File: src/rtl/pipe_pkg.sv
// pipe_pkg: shared types and helpers for the pipeline hazard controller
package pipe_pkg;
  typedef enum logic [1:0] {FWD_RF = 2'b00, FWD_W = 2'b01, FWD_M = 2'b10} fwd_sel_t;
  // The younger producer (now in E, heading to M) wins over the older one
  function automatic fwd_sel_t fwd_pick(input logic hit_e, input logic hit_m);
    return hit_e ? FWD_M : (hit_m ? FWD_W : FWD_RF);
  endfunction
endpackage

File: src/rtl/perf_sat_counter.sv
// perf_sat_counter: saturating event counter with synchronous active-low clear
module perf_sat_counter #(
  parameter int CNT_W = 16
) (
  input  logic             clk,
  input  logic             clr_n_i,
  input  logic             en_i,
  output logic [CNT_W-1:0] cnt_o
);
  logic [CNT_W-1:0] cnt_q, cnt_d;
  assign cnt_d = (en_i && !(&cnt_q)) ? cnt_q + 1'b1 : cnt_q;
  always_ff @(posedge clk) cnt_q <= clr_n_i ? cnt_d : '0;
  assign cnt_o = cnt_q;
endmodule

File: src/rtl/pipeline_hazard_ctrl.sv
// pipeline_hazard_ctrl: load-use stall, branch flush, memory freeze and Execute forwarding control
module pipeline_hazard_ctrl
  import pipe_pkg::*;
#(
  parameter int REG_AW   = 5,
  parameter bit ZERO_REG = 1'b1,
  parameter int CNT_W    = 16
) (
  input  logic              clk,
  input  logic              reset,
  input  logic              valid_d,
  input  logic [REG_AW-1:0] rs1_d,
  input  logic [REG_AW-1:0] rs2_d,
  input  logic              use_rs1_d,
  input  logic              use_rs2_d,
  input  logic [REG_AW-1:0] rd_d,
  input  logic              reg_write_d,
  input  logic              load_d,
  input  logic              pcsrc_e,
  input  logic              mem_ready_m,
  output logic              stall_f,
  output logic              stall_d,
  output logic              flush_d,
  output logic              flush_e,
  output logic              freeze,
  output logic [1:0]        fwd_a_e,
  output logic [1:0]        fwd_b_e,
  output logic [CNT_W-1:0]  stall_cnt,
  output logic [CNT_W-1:0]  flush_cnt
);
  typedef struct packed {
    logic              valid;
    logic [REG_AW-1:0] rd;
    logic              we;
    logic              load;
    logic [REG_AW-1:0] rs1;
    logic [REG_AW-1:0] rs2;
  } stage_tag_t;
  stage_tag_t e_q, m_q, w_q, e_d;
  fwd_sel_t fwd_a_q, fwd_b_q, fwd_a_d, fwd_b_d;
  logic branch, load_use;
  function automatic logic live(input logic [REG_AW-1:0] r);
    return !ZERO_REG || r != '0;
  endfunction
  function automatic logic hit_e(input logic [REG_AW-1:0] r);
    return e_q.valid && e_q.we && e_q.rd == r && live(r);
  endfunction
  function automatic logic hit_m(input logic [REG_AW-1:0] r);
    return m_q.valid && m_q.we && m_q.rd == r && live(r);
  endfunction
  function automatic fwd_sel_t fwd_sel(input logic used, input logic [REG_AW-1:0] r);
    return used ? fwd_pick(hit_e(r), hit_m(r)) : FWD_RF;
  endfunction
  assign branch   = pcsrc_e & e_q.valid;
  assign load_use = valid_d & e_q.load & ((use_rs1_d & hit_e(rs1_d)) | (use_rs2_d & hit_e(rs2_d)));
  assign freeze   = ~mem_ready_m;
  // A taken branch squashes Decode, so it overrides the load-use stall
  assign stall_f  = freeze | (load_use & ~branch);
  assign stall_d  = stall_f;
  assign flush_d  = ~freeze & branch;
  assign flush_e  = ~freeze & (branch | load_use);
  assign e_d      = flush_e ? stage_tag_t'('0) :
                    '{valid: valid_d, rd: rd_d, we: reg_write_d, load: load_d, rs1: rs1_d, rs2: rs2_d};
  assign fwd_a_d  = flush_e ? FWD_RF : fwd_sel(use_rs1_d, rs1_d);
  assign fwd_b_d  = flush_e ? FWD_RF : fwd_sel(use_rs2_d, rs2_d);
  always_ff @(posedge clk)
    if (!reset) begin
      e_q     <= '0;
      m_q     <= '0;
      w_q     <= '0;
      fwd_a_q <= FWD_RF;
      fwd_b_q <= FWD_RF;
    end else if (mem_ready_m) begin
      w_q     <= m_q;
      m_q     <= e_q;
      e_q     <= e_d;
      fwd_a_q <= fwd_a_d;
      fwd_b_q <= fwd_b_d;
    end
  assign fwd_a_e = fwd_a_q;
  assign fwd_b_e = fwd_b_q;
  perf_sat_counter #(.CNT_W(CNT_W)) u_stall_cnt (
    .clk(clk), .clr_n_i(reset), .en_i(stall_d), .cnt_o(stall_cnt)
  );
  perf_sat_counter #(.CNT_W(CNT_W)) u_flush_cnt (
    .clk(clk), .clr_n_i(reset), .en_i(flush_d), .cnt_o(flush_cnt)
  );
endmodule

File: config.mk
export PLATFORM = sky130hd
export DESIGN_NAME = pipeline_hazard_ctrl
export DESIGN_NICKNAME = d
export VERILOG_FILES = /design/src/rtl/pipe_pkg.sv /design/src/rtl/perf_sat_counter.sv /design/src/rtl/pipeline_hazard_ctrl.sv
export SDC_FILE = /design/constraint.sdc
export NUM_CORES = 1
export LEC_CHECK = 0
export ABC_AREA = 0
export BUFFER_PORTS_ARGS = -buffer_cell sky130_fd_sc_hd__buf_2
export CAP_MARGIN = 30
export CORE_ASPECT_RATIO = 1.1
export CORE_UTILIZATION = 53
export DETAILED_ROUTE_END_ITERATION = 6
export GPL_TIMING_DRIVEN = 1
export PLACE_DENSITY = 0.82
export SLEW_MARGIN = 15
export SYNTH_ARGS = -nofsm -noshare
export SYNTH_HDL_FRONTEND = slang
export SYNTH_SLANG_ARGS = --single-unit
export TNS_END_PERCENT = 100
File: constraint.sdc
create_clock -name clk -period 2.9 [get_ports clk]
set_input_delay 0 -clock clk [delete_from_list [all_inputs] [get_ports clk]]
set_output_delay 0 -clock clk [all_outputs]
set_load 0.05 [all_outputs]
==> qor.csv <==
metric;value;unit
holdCritPathClass;input pin to flop;
syn_to_final_growth;18.1;%
core;4680;sq um
cts_tree;yes;
routed_wl;5.76;mm
yosysWarnings;0;
track_usage;0.235;
grt_max_degree;27;
syn_nets;321;
worstSetupEndpointType;primary output;
cts_setup_buffers;0;
synth_top_area_cell;dfxtp_1;
status;finished, final reports clean;
critPathLaunchType;flop;
p_clk_frac;0.314;
drtIter0Drc;156;
wire_per_inst;13.9;um
setup_tns;0;ps
initial_core_util;0.554;
die_h;75.4;um
slew_headroom;0.577;
synthCells;295;
comb_power_share;0.112;
postCtsResizedCells;0;
grt_pass1_wl;9.26;mm
synthFlopType;dfxtp_1;
cp_data_arrival_time;2460;ps
numClockSinks;51;
slew_viol_final;0;
leakagePower;1.30;nW
rsz0062_at_grt;false;
post-route-period-util;0.848;
row_count;26;
clk_path_buf_depth;2;
tightest_slew;632;ps
dr_total_vias;2333;
drc;0;
syn_area;2590;sq um
port_buffers;64;
finalCriticalPeriod;2460;ps
clk_latency;300;ps
final_nets;383;
numCtsBuffers;5;
synthTopCellsByArea;dfxtp_1, xnor2_1, mux2i_1, nor2_1, xor2_1;
synth.avg_cell_area;8.80;sq um
clock_skew;10.8;ps
place_congestion;0.830;
cp_data_required_time;2900;ps
num_io_pins;65;
grt_overflow;0;
async_flop_share;0;
synth.distinct_cells;41;
antenna_found_initial;0;
final_common_cell;buf_2;
yosys_register_bits;51;
diodes;0;
max_cap_viol_count;0;
dr.pass1.iters;4;
synth_top_cell_area_share;0.393;
seq_area_frac_synth;0.393;
switching_share;0.261;
holdBufCountCts;7;
path_clk_slew;80;ps
p_sw;329;uW
hold_slack;6.31;ps
crit_path_max_fanout;13;
synth_edf_count;0;
hpwl;4.23;mm
die-area;5180;sq um
first_global_vias;2072;
fmax;0.407;GHz
detail-route-antenna-nets;0;
powerDensity;412;nW/um^2
drive_gt1_frac;0.218;
final_cell_mix;buf_2, dfxtp_1, nor2_1;
htreeDepth;2;
cts-root-buf;clkbuf_8;
setup_viol;0;
crit_type;flop to primary output;
avgViaCountPerCell;5.64;
p_int;934;uW
ir_drop;0.243;mV
finalHoldViolations;0;
die_x;68.7;um
seq_power_share;0.574;
## worst max-delay path, cell delays in order, from the launching register on
cell and delay (ps):
dfxtp_1 410, xnor2_1 140, nand4_1 150, or4_1 610
a21o_4 350, a21oi_1 220, buf_2 300
## metrics by stage
stage / util / power, mW / cell area (sq um) / std cells / setup WS (ps)
finish: 0.654 / 1.26 / 3070 / 414 / 440
global route: 0.654 / 1.32 / 3070 / 414 / 320
CTS: 0.654 / 1.27 / 3070 / 414 / 447
detailed placement: 0.622 / 0.876 / 2910 / 399 / 592
global placement: 0.622 / 0.873 / 2910 / 399 / 667
floorplan: - / 0.834 / 2590 / 295 / 161
## synth_stat cells, drive strengths merged (2+ instances only)
cell type / instances
a21bo: 2
a21oi: 8
a311oi: 5
a31oi: 3
a32oi: 8
and2: 3
and3: 9
and4: 4
buf: 8
clkbuf: 9
dfxtp: 51
ha: 2
inv: 3
mux2i: 14
nand2: 23
nand2b: 7
nand3: 15
nand3b: 5
nand4: 13
nor2: 36
nor3: 2
nor4: 2
o21ai: 14
o31ai: 2
or4: 4
xnor2: 19
xor2: 15
## cell type report
type                       instances  area (sq um)
fill                             428          1620
timing repair buffer              72           398
tap                               56          70.1
multi-input combinational        224          1480
inverter                           3          11.3
clock buffer                       5          68.8
clock inverter                     3          15.0
sequential                        51          1020
## cells by family after synthesis
group	synth area share
mux	0.0540
flops	0.393
buf+inv	0.0357
fa+ha+maj	0.00964
compound gates	0.140
xor+xnor	0.115
simple gates	0.253
## state kept, by name (all words and copies together), names as in the netlist
name and count:
fwd_a_e 2, e_q 8, fwd_b_e 2, m_q 7, u_flush_cnt.cnt_o 16, u_stall_cnt.cnt_o 16
## metal layers
| layer | wire (um) | part of all wire | GRT usage |
|---|---|---|---|
| met2 | 2780 | 0.48 | 0.390 |
| met1 | 2650 | 0.46 | 0.306 |
| met4 | 43 | 0.0075 | 0.0794 |
| met5 | 0 | 0 | 0 |
| met3 | 292 | 0.051 | 0.0449 |
## power by group through the flow
stage / clock (mW) / sequential (mW) / combinational [mW]
final: 0.396 / 0.725 / 0.142
after global routing: 0.436 / 0.727 / 0.155
after CTS: 0.405 / 0.725 / 0.142
after detailed placement: 0 / 0.741 / 0.135
after global placement: 0 / 0.741 / 0.132
after floorplan: 0 / 0.747 / 0.0869
## path summary, 6_finish.rpt
kind | start | end | slack (ps) | cells past startpoint
worst max-delay path | e_q[13] | stall_d | 440 | 6
worst max register to register | e_q[13] | u_stall_cnt.cnt_o[6] | 570 | 6
worst min-delay path | rd_d[4] | e_q[16] | 6 | 3
worst min register to register | fwd_b_e[0] | fwd_b_e[0] | 460 | 2
Note: power is estimated with default switching activity, not from simulation.
